File: config.mk
export PLATFORM = sky130hd
export DESIGN_NAME = stream_fifo_channel
export DESIGN_NICKNAME = d
export VERILOG_FILES = /design/src/rtl/stream_fifo_channel.sv
export SDC_FILE = /design/constraint.sdc
export NUM_CORES = 1
export LEC_CHECK = 0
export ABC_CLOCK_PERIOD_IN_PS = 2330
export BUFFER_PORTS_ARGS = -buffer_cell sky130_fd_sc_hd__buf_2
export CELL_PAD_IN_SITES_DETAIL_PLACEMENT = 0
export CELL_PAD_IN_SITES_GLOBAL_PLACEMENT = 2
export CORE_ASPECT_RATIO = 1.5
export CORE_MARGIN = 5
export CORE_UTILIZATION = 40
export DETAILED_ROUTE_END_ITERATION = 10
export PLACE_DENSITY = 0.79
export SYNTH_ARGS = -nofsm -noshare
export SYNTH_HDL_FRONTEND = slang
export SYNTH_SLANG_ARGS = --single-unit
File: constraint.sdc
create_clock -name clk -period 2.33 [get_ports clk]
set_clock_uncertainty 0.2 [all_clocks]
set_input_delay 0.466 -clock clk [delete_from_list [all_inputs] [get_ports clk]]
set_output_delay 0.466 -clock clk [all_outputs]
set_load 0.02 [all_outputs]
File: src/rtl/stream_fifo_channel.sv
// Stream channel between a producer kernel (put_*) and a consumer kernel (get_*), buffered in a DEPTH-entry FIFO.
// Optional occupancy/stall statistics ports are built when STREAM_FIFO_STATS_EN is defined.
module stream_fifo_channel #(
    parameter int unsigned WIDTH = 32,
    parameter int unsigned DEPTH = 4,
    localparam int unsigned AW = $clog2(DEPTH)
) (
    input  logic             clk,
    input  logic             rst,
    input  logic             clear,
    input  logic             put_en,
    input  logic [WIDTH-1:0] put_val_arg,
    output logic             put_done,
    output logic             put_dummy_ret_ret,
    input  logic             get_en,
    output logic             get_done,
    output logic [WIDTH-1:0] get_val_ret,
`ifdef STREAM_FIFO_STATS_EN
    output logic [AW:0]      max_level,
    output logic [31:0]      put_stalls,
`endif
    output logic [AW:0]      level
);

    localparam logic [AW:0] FULL_LEVEL = (AW+1)'(DEPTH);

    logic [WIDTH-1:0] mem [DEPTH];
    logic [AW-1:0]    wr_ptr;
    logic [AW-1:0]    rd_ptr;
    logic [AW:0]      level_next;
    logic             empty;
    logic             full;
    logic             put_xfer;
    logic             get_xfer;

    assign empty = (level == '0);
    assign full  = (level == FULL_LEVEL);

    // rst and clear block both handshakes so no word moves in a flush cycle.
    always_comb begin
        get_xfer = 1'b0;
        put_xfer = 1'b0;
        if (!rst && !clear) begin
            get_xfer = get_en && !empty;
            put_xfer = put_en && (!full || get_xfer);
        end
    end

    assign get_done          = get_xfer;
    assign put_done          = put_xfer;
    assign put_dummy_ret_ret = 1'b0;
    assign get_val_ret       = (!rst && !empty) ? mem[rd_ptr] : '0;

    always_comb begin
        level_next = level;
        case ({put_xfer, get_xfer})
            2'b10:   level_next = level + 1'b1;
            2'b01:   level_next = level - 1'b1;
            default: level_next = level;
        endcase
    end

    always_ff @(posedge clk) begin
        if (rst || clear) begin
            wr_ptr <= '0;
            rd_ptr <= '0;
            level  <= '0;
        end else begin
            if (put_xfer) wr_ptr <= wr_ptr + 1'b1;
            if (get_xfer) rd_ptr <= rd_ptr + 1'b1;
            level <= level_next;
        end
    end

    always_ff @(posedge clk) begin
        if (put_xfer) mem[wr_ptr] <= put_val_arg;
    end

`ifdef STREAM_FIFO_STATS_EN
    always_ff @(posedge clk) begin
        if (rst || clear) begin
            max_level  <= '0;
            put_stalls <= '0;
        end else begin
            if (level_next > max_level) max_level <= level_next;
            if (put_en && !put_xfer && (put_stalls != '1)) put_stalls <= put_stalls + 1'b1;
        end
    end
`endif

endmodule

==> impl_metrics.json, run 1 <==
{
  "crit_chain": "buf_8 > mux4_2 > nor2b_4 > buf_2",
  "wl_microns": 10600,
  "power.leakage_uw": 0.00252,
  "drcViolationCount": 0,
  "final_util_pct": 52.2,
  "start_util_pct": 40.4,
  "drt_first_pass_iters": 5,
  "maxSlewViolCount": 0,
  "yosys_warnings": 0,
  "routed_via_density": 5.00,
  "synth-seq-cells": 137,
  "cts-root-buf": "clkbuf_16",
  "dp_hpwl_microns": 6750,
  "grt_pass1_vias": 3128,
  "layout-drive-gt1-share_pct": 55.3,
  "port_buffers": 73,
  "placed_cell_area_sq_um": 6370,
  "synthArstFlopShare_pct": 0,
  "crit_type": "flop to primary output",
  "grt_first_pass_wirelength_microns": 16900,
  "timing.fmax_ghz": 0.403,
  "synth_most_common_cell": "edfxtp_1",
  "cellPowerDensity_nw_per_um2": 776,
  "violations": "negative setup slack",
  "syn_area_sq_um": 5600,
  "overflow": 0,
  "yosys-top-cells-area": "edfxtp_1 (69%), mux4_2 (13%), nor2b_4 (7.4%)",
  "cts-hold-fix-buffers": 0,
  "core-area_sq_um": 13900,
  "num_vias": 2721,
  "area_growth_pct": 29.1,
  "yosysSeqAreaShare_pct": 71.8,
  "peakVddDrop_mv": 0.418,
  "worstPathRequired_ps": 1660,
  "setup_viol": 32,
  "grt_max_degree": 26,
  "yosys-top-cells-count": "edfxtp_1 (128), mux4_2 (32), nor2b_4 (30)",
  "fin_crit_sh_pct": 107,
  "cts_max_level": 4,
  "drtIter0Drc": 95,
  "track_usage_pct": 13.9,
  "clk_latency_ps": 400,
  "syn-instance-count": 259,
  "drtAntennaViolNets": 0,
  "setup.worst_path.end_class": "primary output",
  "antenna_found_initial": 2,
  "synth_cell_type_count": 27,
  "startpoint_type": "flop",
  "final_area_sq_um": 7240,
  "timing.final.ws_setup_ps": -153,
  "fin_nets": 408,
  "syn_nets": 302,
  "tns_ps": -3820,
  "hold_viol": 0,
  "max_stage_delay_ps": 520,
  "crit_arrival_ps": 1820,
  "dieArea_sq_um": 16500,
  "clockBufferDepth": 2,
  "ys.flop_type": "edfxtp_1",
  "crit_buf_inv": 2,
  "dp_cells": 508,
  "cts_tree": "done",
  "slowest_stage": "mux4_2",
  "gp_congestion": 0.679,
  "dieWidth_microns": 107,
  "cts_made_buffers": 17,
  "outcome": "complete, but fails checks",
  "rows": 53,
  "clock-sinks": 137,
  "yosys.area.top_type_share_pct": 68.6,
  "wl_per_cell_microns": 19.5,
  "path_delay_family": "multiplexers",
  "avgSynthCellArea_sq_um": 21.6,
  "rsz0062_at_grt": "yes",
  "worstPathMaxFanout": 7,
  "top_level_ports": 75,
  "synth_edf_count": 128,
  "finalCriticalPeriod_ps": 2480,
  "clk_pin_slew_ps": 60,
  "fin_cells": 544,
  "die_h_microns": 155,
  "synth.largest_area_cell": "edfxtp_1",
  "maxCapViolations": 0,
  "hold_class": "input port to flop"
}
==> per-layer routing <==
layer	track usage (%)	part of all wire (%)	vias to the layer above
li1	-	-	1235
met1	14.4	36	1415
met2	25.9	59	53
met3	3.57	3.1	16
met4	6.46	1.6	2
met5	0	0.12	-
==> flip-flops by register name, indices dropped and copies added, names as in the netlist, named ones only <==
signal  cells
wr_ptr      2
rd_ptr      2
mem       128
level       3
==> kinds of logic (layout without fill, tap and decap cells) <==
| logic type | Yosys count | count (layout) | synth area share [%] |
|---|---|---|---|
| flops | 137 | 137 | 71.8 |
| simple gates | 51 | 52 | 9.62 |
| mux | 32 | 32 | 12.9 |
| buf+inv | 19 | 137 | 2.63 |
| compound gates | 9 | 9 | 0.915 |
| fa+ha+maj | 6 | 6 | 1.47 |
| xor+xnor | 4 | 4 | 0.625 |
| other cells | 1 | 2 | 0.0669 |
==> cells in the final DEF, fill, tap and decap left out, types with 2 or more instances in the layout <==
| cell | synthesis | routed |
|---|---|---|
| and2_2 | 0 | 4 |
| clkinv_4 | 0 | 2 |
| dfxtp_1 | 9 | 4 |
| xor2_1 | 4 | 4 |
| nor2_1 | 7 | 6 |
| clkinvlp_4 | 0 | 3 |
| buf_2 | 4 | 48 |
| clkinv_1 | 0 | 2 |
| o21ai_0 | 2 | 2 |
| or3_1 | 2 | 2 |
| buf_6 | 1 | 24 |
| buf_12 | 3 | 8 |
| ha_1 | 5 | 4 |
| dfxtp_2 | 0 | 4 |
| buf_4 | 4 | 15 |
| edfxtp_1 | 128 | 128 |
| bufinv_16 | 0 | 4 |
| a21oi_1 | 4 | 4 |
| clkbuf_1 | 0 | 2 |
| inv_1 | 7 | 5 |
| nor3_4 | 0 | 2 |
| nor2b_4 | 30 | 31 |
| clkbuf_16 | 0 | 18 |
| mux4_2 | 32 | 32 |
| inv_2 | 0 | 2 |
| clkinv_2 | 0 | 2 |
==> worst paths after layout <==
path                                         to  cells past startpoint       startpoint  slack (ps)
worst max-delay path            get_val_ret[19]                      4             flop        -150
worst min-delay path                 mem[0][18]                      1  put_val_arg[18]          80
worst max register to register         level[2]                      9         level[0]         130
worst min register to register        wr_ptr[1]                      2        wr_ptr[1]         330
==> timing repair <==
action | CTS | global route
gates resized for setup | 56 | 5
buffers inserted | 0 | 0
gates cloned | 2 | 1
endpoints found under the setup margin | 33 | 32
pin swaps | 1 | 0
==> stage by stage <==
stage / power (uW) / worst slack [ps] / hold WS (ps)
global placement: 2930 / -79.0 / 311
detailed placement: 2940 / -102 / 323
floorplan: 2860 / -52.8 / 285
finish: 5620 / -153 / 81.5
CTS: 5680 / -186 / 63.4
global route: 5810 / -214 / 66.0
==> power breakdown <==
group	leakage [uW]	internal [uW]	switching, uW	total, uW
clock	0.000288	1780	940	2720
combinational	0.00100	85.6	90.3	176
sequential	0.00123	2710	7.50	2720
total	0.00252	4580	1040	5620
==> final cells by class <==
class	count	area (sq um)
clock inverters	13	178
repair buffers	98	851
well taps	165	206
multi-input cells	104	1510
clock buffers	19	433
diodes	1	2.50
flip-flops and latches	137	4030
inverters	7	26.3
fillers	1143	6620
Note: power is estimated with default switching activity, not from simulation.
==> inputs of run 2 (changes only) <==
CELL_PAD_IN_SITES_DETAIL_PLACEMENT = 1   (was 0)
==> run 2 against run 1 <==
  * The flow still finishes with violations (negative setup slack)
  * Maximum frequency increased by 1.0%
  * Flip-flop and latch count stayed put
  * Count of clock-buffer cells in the layout increased by 1
  * Critical path depth did not move
  * Worst setup slack improved by 26 ps
==> impl_metrics.json, run 2 (same netlist as run 1, synthesis figures left out) <==
{
  "drcViolationCount": 0,
  "dp_hpwl_microns": 7140,
  "grt_max_degree": 26,
  "startpoint_type": "flop",
  "fin_cells": 547,
  "antenna_found_initial": 2,
  "hold_slack_ps": 74.8,
  "power.internal_uw": 4590,
  "area_growth_pct": 30.4,
  "setup_viol": 32,
  "num_vias": 2714,
  "clk_latency_ps": 400,
  "dpl_worst_slack_ps": -90.7,
  "hold_viol": 0,
  "outcome": "complete, but fails checks",
  "critPathCapture": "get_val_ret[17]",
  "violations": "negative setup slack",
  "drt_first_pass_iters": 4,
  "hold_class": "input port to flop",
  "final_common_cell": "edfxtp_1",
  "cellPowerDensity_nw_per_um2": 775,
  "peakVddDrop_mv": 0.400,
  "gp_congestion": 0.679,
  "crit_arrival_ps": 1790,
  "regMostFlops": "mem",
  "worstPathMaxFanout": 12,
  "core-area_sq_um": 13900,
  "largest_register_ff_count": 128,
  "total_power_uw": 5660,
  "routed_via_density": 4.96,
  "clockBufferDepth": 2,
  "cts-hold-fix-buffers": 0,
  "die_h_microns": 155,
  "grt_pass1_vias": 3174,
  "worstPathRequired_ps": 1660,
  "start_util_pct": 40.4,
  "clk_pin_slew_ps": 60,
  "power_frac_clock_pct": 48.7,
  "dp_cells": 508,
  "dieArea_sq_um": 16500,
  "layout_common_cells": "edfxtp_1 (128), buf_2 (41), mux4_2 (32), nor2b_4 (32), buf_6 (32)",
  "cts_max_level": 4,
  "r2r-start": "level[0]",
  "rr_worst_depth": 9,
  "wl_microns": 11100,
  "rows": 53,
  "cts-root-buf": "clkbuf_16",
  "power.leakage_uw": 0.00255,
  "finalCriticalPeriod_ps": 2460,
  "switching_share_pct": 18.9,
  "setup.worst_path.end_class": "primary output",
  "worstReg2RegEnd": "level[2]",
  "wl_per_cell_microns": 20.3,
  "clock-sinks": 137,
  "tns_ps": -3320,
  "rsz0062_at_grt": "yes",
  "track_usage_pct": 14.6,
  "fin_crit_sh_pct": 105,
  "port_buffers": 73,
  "p_seq_share_pct": 48.1,
  "crit_type": "flop to primary output",
  "num-fill-cells": 1256,
  "largestRegisters": "mem (128), level (3)",
  "overflow": 0,
  "cts_tree": "done",
  "drtIter0Drc": 78,
  "grt_first_pass_wirelength_microns": 17700,
  "maxSlewViolCount": 0,
  "timing.fmax_ghz": 0.407,
  "timing.final.ws_setup_ps": -127,
  "layout-drive-gt1-share_pct": 55.4,
  "dieWidth_microns": 107,
  "fin_nets": 411,
  "cts_made_buffers": 17,
  "drtAntennaViolNets": 0,
  "maxCapViolations": 0,
  "pwr-share-comb_pct": 3.2,
  "p_switching_uw": 1070,
  "ff2ff_setup_slack_ps": 150,
  "top_level_ports": 75
}
-- run 2: changes by cell type in the layout (fill, tap and decap cells not counted), sizes merged --
cell / change
clkinvlp: -1
inv: +1
or2: -1
clkbuf: +1
clkinv: -1
buf: +4
-- run 2: worst min path at each step --
stage,start,endpoint,cells past startpoint
6_report,put_val_arg[20],mem[1][20],1
3_5_place_dp,wr_ptr[0],wr_ptr[0],2
2_1_floorplan,rd_ptr[1],flop,2
4_1_cts,put_val_arg[4],mem[2][4],1
5_1_grt,put_val_arg[20],mem[1][20],1
3_3_place_gp,wr_ptr[1],wr_ptr[1],2
-- run 2: power by group through the flow --
stage          Sequential [uW]  Combinational, uW  Clock [uW]
2_1_floorplan             2770               84.3           0
3_3_place_gp              2770                163           0
5_1_grt                   2720                197        2960
4_1_cts                   2720                180        2830
6_report                  2720                180        2760
3_5_place_dp              2770                171           0
-- run 2: through the flow --
stage	area, sq um	utilization [%]
after detailed placement	6370	46.0
after global routing	7310	52.7
after CTS	7190	51.9
final	7310	52.7
after floorplan	5650	-
after global placement	6370	46.0
-- run 2: routing by layer --
layer	vias to the layer above	wire length, microns	track usage (%)
met5	-	13	0
met4	2	154	6.52
met3	12	355	4.23
met2	54	6500	26.8
met1	1407	4070	15.4
li1	1239	-	-
-- run 2: area by class of cell --
cell class	count	area, sq um	area share, %
multi-input combinational	103	1500	20.5
inverter	7	26.3	0.359
clock buffer	20	437	5.97
clock inverter	12	174	2.38
timing repair buffer	102	933	12.8
sequential	137	4030	55.2
tap	165	206	2.82
antenna	1	2.50	0.0342
-- run 2: critical path, stage by stage (launching register included) --
cell	delay [ps]
dfxtp_4	430
buf_16	180
mux4_2	510
nor2b_4	140
buf_6	120
-- run 2: timing repair --
action	in CTS	in global routing
hold endpoints to repair	0	0
gates cloned	1	1
setup endpoints to repair	33	32
setup buffers	2	2
resized for setup	53	24
pin swaps	1	1
==> inputs of run 3 (changes only) <==
CTS_BUF_LIST = sky130_fd_sc_hd__clkbuf_16   (was unset)
==> run 3 against run 2 <==
  * The flow still finishes with violations (negative setup slack)
  * Clock power about the same
  * Sequential power about the same
  * First-iteration DRC count down 1.3%
  * Worst setup slack about the same
  * Final cell count unchanged
  * Global-route usage about the same
  * Register-to-register slack about the same
  * Maximum frequency about the same
  * Flip-flop and latch count unchanged
  * Via count about the same
==> impl_metrics.json, run 3 (same netlist as run 1, synthesis figures left out) <==
{
  "outcome": "complete, but fails checks",
  "violations": "negative setup slack",
  "cts_max_level": 4,
  "dieWidth_microns": 107,
  "finalCriticalPeriod_ps": 2460,
  "grt_max_degree": 26,
  "wl_microns": 11100,
  "timing.final.ws_setup_ps": -127,
  "die_h_microns": 155,
  "area_growth_pct": 30.4,
  "hold_slack_ps": 74.8,
  "overflow": 0,
  "worstPathMaxFanout": 12,
  "max_stage_delay_ps": 510,
  "maxSlewViolCount": 0,
  "fin_nets": 411,
  "slowest_stage": "mux4_2",
  "hold_end": "mem[1][20]",
  "largestRegisters": "mem (128), level (3)",
  "routed_via_density": 4.96,
  "layout-drive-gt1-share_pct": 55.4,
  "crit_arrival_ps": 1790,
  "drtAntennaViolNets": 0,
  "clk_pin_slew_ps": 60,
  "worstPathRequired_ps": 1660,
  "num_vias": 2713,
  "maxCapViolations": 0,
  "track_usage_pct": 14.7,
  "final_area_sq_um": 7310,
  "num-fill-cells": 1256,
  "crit_buf_inv": 2,
  "grt_first_pass_wirelength_microns": 17700,
  "drt_first_pass_iters": 4,
  "core-area_sq_um": 13900,
  "rsz0062_at_grt": "yes",
  "min_from": "put_val_arg[20]",
  "dpl_worst_slack_ps": -90.7,
  "clock-sinks": 137,
  "cellPowerDensity_nw_per_um2": 773,
  "port_buffers": 73,
  "seqCellArea_sq_um": 4030,
  "holdPathStages": 1,
  "total_power_uw": 5650,
  "rows": 53,
  "clockBufferDepth": 2,
  "multi_input_area_sq_um": 1500,
  "cts-hold-fix-buffers": 0,
  "startpoint_type": "flop",
  "hold_class": "input port to flop",
  "dp_hpwl_microns": 7140,
  "fin_crit_sh_pct": 105,
  "start_util_pct": 40.4,
  "hold_viol": 0,
  "power.leakage_uw": 0.00256,
  "dieArea_sq_um": 16500,
  "timing.fmax_ghz": 0.407,
  "grt_pass1_vias": 3177,
  "antenna_found_initial": 2,
  "clk_latency_ps": 400,
  "fin_cells": 547,
  "rr_worst_depth": 9,
  "r2r-start": "level[0]",
  "crit_type": "flop to primary output",
  "top_level_ports": 75,
  "layout_common_cells": "edfxtp_1 (128), buf_2 (41), mux4_2 (32), nor2b_4 (32), buf_6 (32)",
  "dp_cells": 508,
  "crit_chain": "buf_16 > mux4_2 > nor2b_4 > buf_6",
  "drtIter0Drc": 77,
  "setup.worst_path.end_class": "primary output",
  "wl_per_cell_microns": 20.3,
  "cts-root-buf": "clkbuf_16",
  "ff2ff_setup_slack_ps": 150,
  "setup_viol": 32,
  "peakVddDrop_mv": 0.400,
  "worstReg2RegEnd": "level[2]",
  "drcViolationCount": 0,
  "final_common_cell": "edfxtp_1",
  "cts_tree": "done",
  "placed_cell_area_sq_um": 6370,
  "largest_register_ff_count": 128,
  "cts_made_buffers": 17,
  "gp_congestion": 0.679,
  "path_delay_family": "multiplexers",
  "regMostFlops": "mem"
}
[run 3: routing by layer]
layer  global-route usage, %  vias to the layer above  routed length, microns  share of wire [%]
li1                        -                     1239                       -                  -
met1                    15.4                     1406                    4070                 37
met2                    26.8                       54                    6500                 59
met3                    4.23                       12                     355                3.2
met4                    6.52                        2                     154                1.4
met5                       0                        -                      13               0.12
[run 3: worst max-delay path by stage]
| stage | startpoint | end | slack [ps] | cells past startpoint |
|---|---|---|---|---|
| 2_1_floorplan | rst | level[2] | -50 | 10 |
| 3_3_place_gp | rst | level[2] | -80 | 9 |
| 3_5_place_dp | rst | level[2] | -90 | 9 |
| 4_1_cts | flop | get_val_ret[0] | -200 | 4 |
| 5_1_grt | flop | get_val_ret[6] | -210 | 4 |
| 6_report | flop | get_val_ret[17] | -130 | 4 |
[run 3: stage by stage]
stage	setup TNS [ps]	util, %
final	-3320	52.7
after global routing	-5860	52.7
after CTS	-4730	51.9
after detailed placement	-101	46.0
after global placement	-79.0	46.0
after floorplan	-79.2	-
[run 3: area by class of cell]
class	count	area share [%]
diodes	1	0.0342
clock buffers	17	5.82
clock inverters	15	2.53
inverters	7	0.359
multi-input cells	103	20.5
flip-flops and latches	137	55.2
well taps	165	2.82
repair buffers	102	12.8
[run 3: worst register-to-register path, delay by kind of cell, from the launching register on]
family | cells | cell delay [ps]
flops | 1 | 350
xor+xnor | 1 | 150
fa+ha+maj | 2 | 460
buf+inv | 2 | 100
simple gates | 3 | 720
compound gates | 1 | 120
[run 3: timing repair]
action,in CTS,in global routing
gates resized for setup,53,24
buffers inserted,2,2
pin swaps,1,1
gates cloned,1,1
setup endpoints to repair,33,32
[run 3: power by group]
| group | switching [uW] | internal (uW) |
|---|---|---|
| logic | 92.2 | 88.2 |
| registers | 7.48 | 2710 |
| clock network | 974 | 1770 |
